File: src/rtl/turbo_addr_seq_if.sv
// turbo_addr_seq_if
// Output stream from the turbo address sequencer to the extrinsic-memory
// controller. One permuted address per transfer, valid/ready handshake.
//   out_valid  payload below is valid
//   out_ready  consumer accepts the current payload
//   out_addr   permuted index (low field of the ROM word)
//   out_bank   sub-block tag (high field of the ROM word)
//   out_idx    natural-order position of this entry in the emitted frame
//   out_last   final entry of the frame
// master = sequencer side, slave = consumer side.
interface turbo_addr_seq_if #(
  parameter int A_WIDTH = 12,
  parameter int OFFSET  = 8
);
  logic               out_valid;
  logic               out_ready;
  logic [A_WIDTH-1:0] out_addr;
  logic [OFFSET-1:0]  out_bank;
  logic [A_WIDTH-1:0] out_idx;
  logic               out_last;

  modport master (
    output out_valid, out_addr, out_bank, out_idx, out_last,
    input  out_ready
  );

  modport slave (
    input  out_valid, out_addr, out_bank, out_idx, out_last,
    output out_ready
  );
endinterface

File: src/rtl/turbo_addr_seq.sv
// turbo_addr_seq
// Scans the interleaver/deinterleaver address ROM in natural order, drops
// permuted indices that fall outside the current frame, and streams the
// surviving addresses to the extrinsic-memory controller.
// Ports:
//   clk, rst       clock, synchronous active-high reset
//   start          begin a scan (only honoured when idle)
//   mode_in        1 = interleave table, 0 = deinterleave table
//   frame_len      number of addresses to emit (0..2**A_WIDTH)
//   raddr          ROM read address (registered)
//   mod_int_dint   ROM table select (latched mode)
//   rom_data       ROM word, combinational from raddr
//   out            output stream (turbo_addr_seq_if.master)
//   busy           scan in progress
//   done           one-cycle pulse on normal completion
//   err            one-cycle pulse if the ROM ran out before frame_len entries
module turbo_addr_seq #(
  parameter int A_WIDTH = 12,
  parameter int OFFSET  = 8
) (
  input  logic                       clk,
  input  logic                       rst,
  input  logic                       start,
  input  logic                       mode_in,
  input  logic [A_WIDTH:0]           frame_len,
  output logic [A_WIDTH-1:0]         raddr,
  output logic                       mod_int_dint,
  input  logic [A_WIDTH+OFFSET-1:0]  rom_data,
  turbo_addr_seq_if.master           out,
  output logic                       busy,
  output logic                       done,
  output logic                       err
);

  localparam logic [1:0] ST_IDLE  = 2'd0;
  localparam logic [1:0] ST_RUN   = 2'd1;
  localparam logic [1:0] ST_DRAIN = 2'd2;

  localparam logic [A_WIDTH-1:0] CNT_MAX = {A_WIDTH{1'b1}};
  localparam logic [A_WIDTH-1:0] CNT_ONE = {{(A_WIDTH-1){1'b0}}, 1'b1};
  localparam logic [A_WIDTH:0]   LEN_ONE = {{A_WIDTH{1'b0}}, 1'b1};

  logic [1:0]         state_reg;
  logic [A_WIDTH-1:0] cnt_reg;
  logic [A_WIDTH:0]   ecnt_reg;
  logic [A_WIDTH:0]   len_reg;
  logic               mode_reg;
  logic               err_flag_reg;
  logic               done_reg;
  logic               err_reg;

  logic               valid_reg;
  logic [A_WIDTH-1:0] addr_reg;
  logic [OFFSET-1:0]  bank_reg;
  logic [A_WIDTH-1:0] idx_reg;
  logic               last_reg;

  logic [A_WIDTH-1:0] rom_idx;
  logic [OFFSET-1:0]  rom_bank;
  logic               slot_free;
  logic               keep;
  logic               is_last;
  logic               scan_end;

  assign rom_idx   = rom_data[A_WIDTH-1:0];
  assign rom_bank  = rom_data[A_WIDTH+OFFSET-1:A_WIDTH];
  assign slot_free = !valid_reg || out.out_ready;
  // Extra MSB so a full-size frame (2**A_WIDTH) keeps every index.
  assign keep      = ({1'b0, rom_idx} < len_reg);
  assign is_last   = (ecnt_reg == (len_reg - LEN_ONE));
  assign scan_end  = (cnt_reg == CNT_MAX);

  always_ff @(posedge clk) begin
    if (rst) begin
      state_reg    <= ST_IDLE;
      cnt_reg      <= '0;
      ecnt_reg     <= '0;
      len_reg      <= '0;
      mode_reg     <= 1'b0;
      err_flag_reg <= 1'b0;
      done_reg     <= 1'b0;
      err_reg      <= 1'b0;
      valid_reg    <= 1'b0;
      addr_reg     <= '0;
      bank_reg     <= '0;
      idx_reg      <= '0;
      last_reg     <= 1'b0;
    end else begin
      done_reg <= 1'b0;
      err_reg  <= 1'b0;
      case (state_reg)
        ST_IDLE: begin
          if (start) begin
            if (frame_len == '0) begin
              done_reg <= 1'b1;
            end else begin
              mode_reg     <= mode_in;
              len_reg      <= frame_len;
              cnt_reg      <= '0;
              ecnt_reg     <= '0;
              err_flag_reg <= 1'b0;
              state_reg    <= ST_RUN;
            end
          end
        end
        ST_RUN: begin
          if (slot_free) begin
            if (keep) begin
              valid_reg <= 1'b1;
              addr_reg  <= rom_idx;
              bank_reg  <= rom_bank;
              idx_reg   <= ecnt_reg[A_WIDTH-1:0];
              last_reg  <= is_last;
              ecnt_reg  <= ecnt_reg + LEN_ONE;
            end else begin
              valid_reg <= 1'b0;
            end
            // Address freezes once the frame is complete and never wraps.
            if (!scan_end && !(keep && is_last)) begin
              cnt_reg <= cnt_reg + CNT_ONE;
            end
            if (keep && is_last) begin
              state_reg <= ST_DRAIN;
            end else if (scan_end) begin
              state_reg    <= ST_DRAIN;
              err_flag_reg <= 1'b1;
            end
          end
        end
        ST_DRAIN: begin
          // Output empty or being taken this cycle: the scan is over.
          if (slot_free) begin
            valid_reg <= 1'b0;
            if (err_flag_reg) begin
              err_reg <= 1'b1;
            end else begin
              done_reg <= 1'b1;
            end
            state_reg <= ST_IDLE;
          end
        end
        default: state_reg <= ST_IDLE;
      endcase
    end
  end

  assign raddr         = cnt_reg;
  assign mod_int_dint  = mode_reg;
  assign busy          = (state_reg != ST_IDLE);
  assign done          = done_reg;
  assign err           = err_reg;
  assign out.out_valid = valid_reg;
  assign out.out_addr  = addr_reg;
  assign out.out_bank  = bank_reg;
  assign out.out_idx   = idx_reg;
  assign out.out_last  = last_reg;

endmodule
File: src/flat_wrapper.sv
// flat-port wrapper written by rule: the top's interface ports become plain ports
module turbo_addr_seq_flat 
#(
  parameter int A_WIDTH = 12,
  parameter int OFFSET  = 8
)
  (clk, rst, start, mode_in, frame_len, raddr, mod_int_dint, rom_data, busy, done, err, out_out_valid, out_out_addr, out_out_bank, out_out_idx, out_out_last, out_out_ready);
  turbo_addr_seq_if #(.A_WIDTH(A_WIDTH), .OFFSET(OFFSET)) out_i ();
  input  logic clk;
  input  logic rst;
  input  logic start;
  input  logic mode_in;
  input  logic [A_WIDTH:0] frame_len;
  output logic [A_WIDTH-1:0] raddr;
  output logic mod_int_dint;
  input  logic [A_WIDTH+OFFSET-1:0] rom_data;
  output logic busy;
  output logic done;
  output logic err;
  output wire logic [$bits(out_i.out_valid)-1:0] out_out_valid;
  output wire logic [$bits(out_i.out_addr)-1:0] out_out_addr;
  output wire logic [$bits(out_i.out_bank)-1:0] out_out_bank;
  output wire logic [$bits(out_i.out_idx)-1:0] out_out_idx;
  output wire logic [$bits(out_i.out_last)-1:0] out_out_last;
  input wire logic [$bits(out_i.out_ready)-1:0] out_out_ready;
  assign out_out_valid = out_i.out_valid;
  assign out_out_addr = out_i.out_addr;
  assign out_out_bank = out_i.out_bank;
  assign out_out_idx = out_i.out_idx;
  assign out_out_last = out_i.out_last;
  assign out_i.out_ready = out_out_ready;
  turbo_addr_seq #(.A_WIDTH(A_WIDTH), .OFFSET(OFFSET)) u_core (.clk(clk), .rst(rst), .start(start), .mode_in(mode_in), .frame_len(frame_len), .raddr(raddr), .mod_int_dint(mod_int_dint), .rom_data(rom_data), .out(out_i), .busy(busy), .done(done), .err(err));
endmodule
File: config.mk
export PLATFORM = sky130hd
export DESIGN_NAME = turbo_addr_seq_flat
export DESIGN_NICKNAME = d
export VERILOG_FILES = /design/src/rtl/turbo_addr_seq_if.sv /design/src/rtl/turbo_addr_seq.sv /design/src/flat_wrapper.sv
export SDC_FILE = /design/constraint.sdc
export NUM_CORES = 1
export LEC_CHECK = 0
export ABC_AREA = 1
export CAP_MARGIN = 30
export CORE_UTILIZATION = 46
export DETAILED_ROUTE_END_ITERATION = 16
export PLACE_DENSITY = 0.76
export SYNTH_ARGS = -nofsm -noshare
export SYNTH_HDL_FRONTEND = slang
export SYNTH_SLANG_ARGS = --single-unit
File: constraint.sdc
create_clock -name clk -period 1.8 [get_ports clk]
set_input_delay 0.18 -clock clk [delete_from_list [all_inputs] [get_ports clk]]
set_output_delay 0.18 -clock clk [all_outputs]
set_load 0.005 [all_outputs]
# Yosys cells after proc, flatten, opt, wreduce, memory -nomap -nowiden
# Index checks and enable logic that the tools add are counted.
[word_totals] register_bits=78 wordCells=85
[classes] n_bitwise=3 mux=33 reduce_logical=19 magnitude_cmp=1 n_eq_ne=13 add_sub_neg=3
[ops] cell="$mux 13" count=4
[ops] cell="$mux 12" count=4
[ops] cell="$pmux 13 s2" count=1
[ops] cell="$pmux 12 s2" count=1
[ops] cell="$reduce_and 5->1" count=3
[ops] cell="$add 13x1->13 const B" count=1
[ops] cell="$eq 13x13->1" count=1
[ops] cell="$logic_not 13->1" count=1
[ops] cell="$lt 12x13->1" count=1
[ops] cell="$mux 1" count=13
[ops] cell="$sub 13x1->13 const B" count=1
[ops] cell="$add 12x1->12 const B" count=1
[ops] cell="$eq 12x12->1 const B" count=1
[ops] cell="$mux 2" count=6
[ops] cell="$ne 2x1->1 const B" count=5
[ops] cell="$reduce_and 3->1" count=3
[ops] cell="$ne 2x2->1 const B" count=3
[ops] cell="$pmux 1 s2" count=3
[ops] cell="$pmux 2 s3" count=1
[ops] cell="$reduce_and 6->1" count=1
[ops] cell="$reduce_bool 2->1" count=3
[ops] cell="$logic_not 1->1" count=3
[ops] cell="$ne 3x1->1 const B" count=1
[ops] cell="$not 1->1" count=3
[ops] cell="6 further kinds" count=7

# Depth between registers and ports, before layout
# Gate-level depths: netlist of the first run.
[depth] ltp_word=8 mapped_depth=17

# Worst setup path before layout of the first run
# Ideal clock, no wire load.
[synth_path] path_kind="register to register" start="register u_core.len_reg[2]" end="register u_core.addr_reg[0], in the netlist u_core.out.out_addr[0]" path_stages_with_launch=16 t_required_ns=1.684 synth_period_minus_slack_ns=1.989 path_buffers=1 setup_slack_ns=-0.189 setup_time_ns=0.116 t_arrival_ns=1.873 path_cell_list="dfxtp_1 -> inv_2 -> ha_1 -> nand2_1 -> inv_1 -> o21ai_1 -> nand2_1 -> nor2_1 -> nor2_1 -> nor2_2 -> inv_1 -> nor2_2 -> inv_2 -> clkbuf_1 -> nor2_1 -> nor2_1"
[synth_between] elab_chain_cells=2
[synth_rtl] element="start: declaration" line_no="turbo_addr_seq.sv:46" text="logic [A_WIDTH:0] len_reg;"
[synth_rtl] element="start signal: assignment" line_no="turbo_addr_seq.sv:98" text="len_reg <= frame_len;"
[synth_rtl] element="$lt 12x13->1" line_no="turbo_addr_seq.sv:69" text="assign keep = ({1'b0, rom_idx} < len_reg);"
[synth_rtl] element="$reduce_and 3->1 (no line)"
[synth_rtl] element="end signal: assignment" line_no="turbo_addr_seq.sv:110" text="addr_reg <= rom_idx;"
[synth_rtl] element="end: declaration" line_no="turbo_addr_seq.sv:53" text="logic [A_WIDTH-1:0] addr_reg;"
# Every way passes these cells.
# A chain may end at the register's enable or synchronous reset.

# Worst setup path after layout of the first run
[layout_path] start="register u_core.len_reg[11]" end="register u_core.ecnt_reg[10]"
[layout_between] elab_chain_cells=3
[layout_rtl] element="$lt 12x13->1" line_no="turbo_addr_seq.sv:69"
[layout_rtl] element="$ne 2x1->1 (no line)"
[layout_rtl] element="$reduce_and 5->1 (no line)"
[layout_rtl] element="end signal: assignment" line_no="turbo_addr_seq.sv:114" text="ecnt_reg <= ecnt_reg + LEN_ONE;"
[layout_rtl] element="end: declaration" line_no="turbo_addr_seq.sv:45" text="logic [A_WIDTH:0] ecnt_reg;"
# Every way passes these cells.

==> results.py, run 1 <==
metrics = {
    "cells_and_area": {
        "final_core_util_pct": 75.7,
        "final_cell_count_no_fill": 893,
        "areaGrowthSynthToFinish_pct": 59.3,
        "nets": 832,
        "mostFrequentLayoutCell": "nor2_1",
        "multi_input_comb_area_um2": 2730,
        "final_cell_mix": "106 x nor2_1, 99 x nand2_1, 87 x clkdlybuf4s50_1, 69 x buf_4, 65 x dfxtp_1",
        "n_fill_cell": 596,
        "num_antenna_cells": 0,
        "regArea_um2": 1580,
        "layout-drive-gt1-share_pct": 30.7,
    },
    "worst_setup_path": {
        "start_kind": "register",
        "critPathSlowestCell": "dfxtp_2",
        "crit_path_end_kind": "register",
        "cpMostUsedCell": "inv_2",
        "cp_max_fo": 6,
        "path_cells": "inv_2 -> ha_4 -> inv_2 -> nor2_4 -> inv_2 -> nor2_1 -> nand2_1 -> o21ai_1 -> nor2_2 -> buf_6 -> o21ai_4 -> buf_6 -> nand2_1 -> a21oi_1",
        "cp_slowest_stage_delay_ps": 350,
        "rr_worst_depth": 14,
        "required_ps": 2070,
        "criticalPathCategory": "reg -> reg",
        "arrival_ps": 2420,
    },
    "hold_path": {
        "hp-class": "in -> reg",
        "min_path_cells": 3,
    },
    "timing": {
        "fin_crit_ps": 2150,
        "skew_ps": 11.8,
        "rsz0062_at_grt": "true",
        "slew_viol_final": 0,
        "layout_setup_ws_ps": -354,
        "setup_viol": 62,
        "worst_pin_slew_ps": 445,
        "max_slew_margin_pct": 70.1,
        "period_share_pct": 120,
        "timing.hold.ws_ps": 410,
        "fmax_mhz": 464,
        "finalHoldViolations": 0,
    },
    "synthesis": {
        "synth.area.top_cells": "dfxtp_1 38%, nand2_1 11%, nor2_1 11%, a21oi_1 6.4%, o21ai_0 6.3%",
        "synth_area_um2": 4150,
        "synth_area_per_cell_um2": 6.69,
        "ys_seq_elements": 78,
        "yosysTopAreaCell": "dfxtp_1",
        "netlist.area_leader.share_pct": 37.7,
        "synth_ff_type": "dfxtp_1",
        "async_reset_ff_share_pct": 0,
        "syn_nets": 672,
        "yosysWarnings": 0,
        "synthCells": 620,
        "synth_cell_types": 29,
        "synth_edf_count": 0,
        "ys_seq_area_share_pct": 37.7,
    },
    "detailed_routing": {
        "drt_first_pass_iters": 5,
        "drc_errors": 0,
        "drt-wirelength-per-cell_um": 16.0,
        "wl_mm": 14.3,
        "dr_total_vias": 4827,
        "drt_iter0_markers": 235,
        "vias_per_cell": 5.41,
        "ant_nets": 0,
    },
    "global_routing": {
        "grt-busiest-layer": "met2",
        "grt_pass1_wl_mm": 21.2,
        "met1_usage_pct": 35.5,
        "grt_pass1_vias": 4523,
        "overflow": 0,
        "grt_start_max_net_pins": 52,
        "gr-usage-all-layers_pct": 27.6,
        "grt_use_met3_pct": 4.05,
        "met2_usage_pct": 45.8,
        "antenna_found_initial": 0,
    },
    "place": {
        "place_inst": 860,
        "port_buffers": 87,
        "globalplace.congestion": 0.938,
        "dpl.hpwl_mm": 8.92,
    },
    "outcome": {
        "violations": "negative setup slack",
        "status": "finished, violations left",
    },
    "floorplan": {
        "dieWidth_um": 96.9,
        "core_um2": 8720,
        "start_util_pct": 47.5,
        "io_pins": 88,
        "fp-row-count": 34,
        "dieHeight_um": 96.9,
        "dieArea_um2": 9400,
    },
    "power_and_ir_drop": {
        "p_per_area_nw_per_um2": 788,
        "ir_drop_v": 0.000487,
        "cellLeakagePower_nw": 2.66,
    },
    "cts": {
        "cts_tree": "yes",
        "root_buffer": "clkbuf_8",
        "clock_latency_ps": 360,
        "clkTransAtPathRegs_ps": 80,
        "postCtsHoldBufs": 0,
        "clk_path_buf_depth": 2,
        "numClockSinks": 78,
        "h-tree-depth": 3,
        "cts_made_buffers": 9,
    },
    "job": {
        "maxCapViolations": 0,
    },
}
-- report_power, final --
group / internal (mW) / switching (mW)
combinational: 0.840 / 0.900
clock: 0.822 / 0.668
sequential: 1.87 / 0.110
-- cell usage after synthesis (all sizes together) (2+ instances only) --
library cell	count
a21oi	53
buf	10
clkbuf	18
clkinv	2
dfxtp	78
ha	14
inv	53
nand2	124
nand3	34
nand3b	3
nand4	12
nor2	126
nor3	12
o21ai	55
xnor2	6
xor2	16
-- per-layer routing --
metal | part of all wire, % | vias up
li1 | - | 2329
met1 | 42 | 2259
met2 | 49 | 187
met3 | 5.4 | 52
met4 | 3.5 | 0
met5 | 0 | -
-- cell type report --
class | count | share of cell area [%]
clock buffers | 11 | 2.14
clock inverters | 5 | 1.23
inverters | 55 | 3.39
multi-input cells | 460 | 41.4
flip-flops and latches | 78 | 23.9
well taps | 108 | 2.05
repair buffers | 176 | 25.9
-- through the flow --
step	setup TNS, ps	worst slack (ps)	power, mW	area (µm²)
2_1_floorplan	-148	-14.8	2.64	4240
3_3_place_gp	-29650	-530	3.22	5670
5_1_grt	-20430	-443	5.40	6600
4_1_cts	-11240	-255	4.91	6180
3_5_place_dp	-33850	-627	3.26	5670
6_report	-14410	-354	5.20	6600
-- cell families (layout without fill, tap and decap cells) --
| group | count (synthesis) | in the layout | share of synthesized area [%] |
|---|---|---|---|
| AOI/OAI and AO/OA | 111 | 111 | 13.6 |
| xor gates and xnor gates | 22 | 22 | 4.65 |
| adders and majority gates | 14 | 14 | 4.23 |
| buffers and inverters | 83 | 247 | 8.21 |
| DFF | 78 | 78 | 37.7 |
| and+or+nand+nor | 312 | 313 | 31.7 |
-- critical path: cells and delay by family, from the launching register on --
family / cells / cell delay (ps)
flops: 1 / 350
compound gates: 3 / 510
simple gates: 5 / 460
buf+inv: 5 / 480
fa+ha+maj: 1 / 270
-- timing repair --
item                       4_1_cts  5_1_grt
gates cloned                     5        3
pin swaps                       18       39
setup buffers                    7        7
gates resized for setup         81      102
setup endpoints to repair       62       62
-- final timing paths --
path                           start                     end  slack (ps)
hold reg to reg   u_core.ecnt_reg[8]      u_core.ecnt_reg[8]         500
setup reg to reg  u_core.len_reg[11]     u_core.ecnt_reg[10]        -350
hold / removal          rom_data[13]  u_core.out.out_bank[1]         410
setup / recovery  u_core.len_reg[11]     u_core.ecnt_reg[10]        -350
(Power assumes the default switching activity.)
==> run 2: changes to the inputs <==
--- a/config.mk
+++ b/config.mk
@@ -10,6 +10,7 @@
 export CORE_UTILIZATION = 46
 export DETAILED_ROUTE_END_ITERATION = 16
 export PLACE_DENSITY = 0.76
+export RECOVER_POWER = 100
 export SYNTH_ARGS = -nofsm -noshare
 export SYNTH_HDL_FRONTEND = slang
 export SYNTH_SLANG_ARGS = --single-unit
==> run 2 against run 1 <==
  * The run still ends with negative setup slack left
  * Sequential power about the same
  * Sequential share of layout area grew 0.10 points
  * Register-to-register slack hardly changed
  * Non-clock buffer count unchanged
  * Largest cell class unchanged
==> results.py, run 2 (same netlist as run 1, synthesis figures left out) <==
metrics = {
    "outcome": {
        "status": "finished, violations left",
        "violations": "negative setup slack",
    },
    "global_routing": {
        "gr-usage-all-layers_pct": 27.6,
        "grt_start_max_net_pins": 52,
        "grt_pass1_vias": 4523,
        "overflow": 0,
        "antenna_found_initial": 0,
        "grt_pass1_wl_mm": 21.2,
    },
    "floorplan": {
        "dieArea_um2": 9400,
        "fp-row-count": 34,
        "start_util_pct": 47.5,
        "dieHeight_um": 96.9,
        "io_pins": 88,
        "core_um2": 8720,
        "dieWidth_um": 96.9,
    },
    "worst_setup_path": {
        "rr_worst_depth": 14,
        "cp_max_fo": 6,
        "critPathSlowestCell": "dfxtp_2",
        "crit_path_end_kind": "register",
        "rr_endpoint": "u_core.ecnt_reg[10]",
        "arrival_ps": 2410,
        "r2r_setup_slack_ps": -340,
        "path_buf_inv": 5,
        "path_cells": "inv_2 -> ha_4 -> inv_2 -> nor2_4 -> inv_2 -> nor2_1 -> nand2_1 -> o21ai_1 -> nor2_2 -> buf_6 -> o21ai_4 -> buf_6 -> nand2_1 -> a21oi_1",
        "required_ps": 2070,
        "cp_slowest_stage_delay_ps": 350,
        "cp_top_family": "compound AO/OA/AOI/OAI gates",
        "criticalPathCategory": "reg -> reg",
        "cpMostUsedCell": "inv_2",
        "timing.rr.start": "u_core.len_reg[11]",
        "start_kind": "register",
    },
    "cts": {
        "cts_made_buffers": 9,
        "h-tree-depth": 3,
        "root_buffer": "clkbuf_8",
        "cts_tree": "yes",
        "clk_path_buf_depth": 2,
        "numClockSinks": 78,
        "clock_latency_ps": 360,
        "clkTransAtPathRegs_ps": 80,
    },
    "cells_and_area": {
        "post-route-cell-area_um2": 6570,
        "nets": 832,
        "num_antenna_cells": 0,
        "final_core_util_pct": 75.4,
        "mostFrequentLayoutCell": "nor2_1",
        "final_cell_mix": "106 x nor2_1, 99 x nand2_1, 65 x dfxtp_1, 63 x buf_4, 47 x dlygate4sd3_1",
        "layout-drive-gt1-share_pct": 30.1,
        "areaGrowthSynthToFinish_pct": 58.6,
    },
    "timing": {
        "setup_viol": 62,
        "skew_ps": 12.4,
        "finalHoldViolations": 0,
        "fin_crit_ps": 2140,
        "slew_viol_final": 0,
        "fmax_mhz": 466,
        "layout_setup_ws_ps": -344,
        "period_share_pct": 119,
        "max_slew_margin_pct": 69.9,
        "worst_pin_slew_ps": 448,
        "rsz0062_at_grt": "true",
    },
    "hold_path": {
        "min_from": "rom_data[13]",
        "hp-class": "in -> reg",
        "min_path_cells": 3,
        "hold-path-endpoint": "u_core.out.out_bank[1]",
    },
    "place": {
        "dpl.hpwl_mm": 8.92,
        "globalplace.congestion": 0.938,
        "place_area_um2": 5670,
        "dp_slack_ps": -627,
        "port_buffers": 87,
    },
    "power_and_ir_drop": {
        "p_per_area_nw_per_um2": 785,
        "ir_drop_v": 0.000480,
        "power_mw": 5.16,
        "cellLeakagePower_nw": 2.78,
    },
    "detailed_routing": {
        "wl_mm": 14.3,
        "drt_first_pass_iters": 5,
        "ant_nets": 0,
        "drt-wirelength-per-cell_um": 16.0,
        "vias_per_cell": 5.42,
        "drt_iter0_markers": 262,
        "drc_errors": 0,
        "dr_total_vias": 4838,
    },
    "job": {
        "maxCapViolations": 0,
    },
}
run 2: cell types whose count changed in the layout (fill, tap and decap cells not counted), sizes merged:
cell	change
clkdlybuf4s50	-47
buf	-6
dlygate4sd3	+47
clkbuf	+6
run 2: layout make-up:
type / count / area, µm²
clock buffer: 11 / 141
multi-input combinational: 460 / 2730
timing repair buffer: 176 / 1680
clock inverter: 5 / 81.3
tap: 108 / 135
inverter: 55 / 224
fill: 607 / 2150
sequential: 78 / 1580
run 2: worst register-to-register path, delay by kind of cell, from the launching register on:
kind                       cells  cell delay [ps]
AOI/OAI and AO/OA              3              510
adders and majority gates      1              270
buffers and inverters          5              480
DFF                            1              350
and+or+nand+nor                5              450
run 2: through the flow:
step | instances | hold slack, ps | setup TNS [ps]
6_report | 893 | 409 | -15100
4_1_cts | 888 | 408 | -11240
3_5_place_dp | 860 | 471 | -33850
5_1_grt | 893 | 416 | -20610
3_3_place_gp | 860 | 472 | -29650
2_1_floorplan | 620 | 315 | -148
run 2: power breakdown:
group          internal [mW]  leakage [nW]  switching (mW)
Combinational          0.796          2.02           0.899
Sequential              1.87         0.641           0.105
Clock                  0.822         0.110           0.670
run 2: routing by layer:
layer	part of all wire, %	global-route usage (%)	vias up	routed length [µm]
met3	5.6	4.05	46	808
met2	49	45.8	187	7030
met4	3.5	12.3	0	502
li1	-	-	2336	-
met1	42	35.5	2269	5980
met5	0	0	-	0
run 2: what timing repair did:
| action | 4_1_cts | 5_1_grt |
|---|---|---|
| setup endpoints to repair | 62 | 62 |
| pin swaps | 18 | 39 |
| cloned | 5 | 3 |
| buffers inserted | 7 | 7 |
| gates resized for setup | 81 | 102 |
| hold buffers | 0 | 0 |
run 2: how the worst max path moves through the flow:
stage                       startpoint                      to  slack [ps]  cells after the start
floorplan            u_core.len_reg[3]  u_core.out.out_addr[0]         -10                     15
global placement           rom_data[2]     u_core.out.out_last        -530                     15
detailed placement         rom_data[2]  u_core.out.out_addr[0]        -630                     14
CTS                  u_core.len_reg[1]     u_core.out.out_last        -250                     15
global route        u_core.len_reg[11]     u_core.ecnt_reg[10]        -440                     14
finish              u_core.len_reg[11]     u_core.ecnt_reg[10]        -340                     14
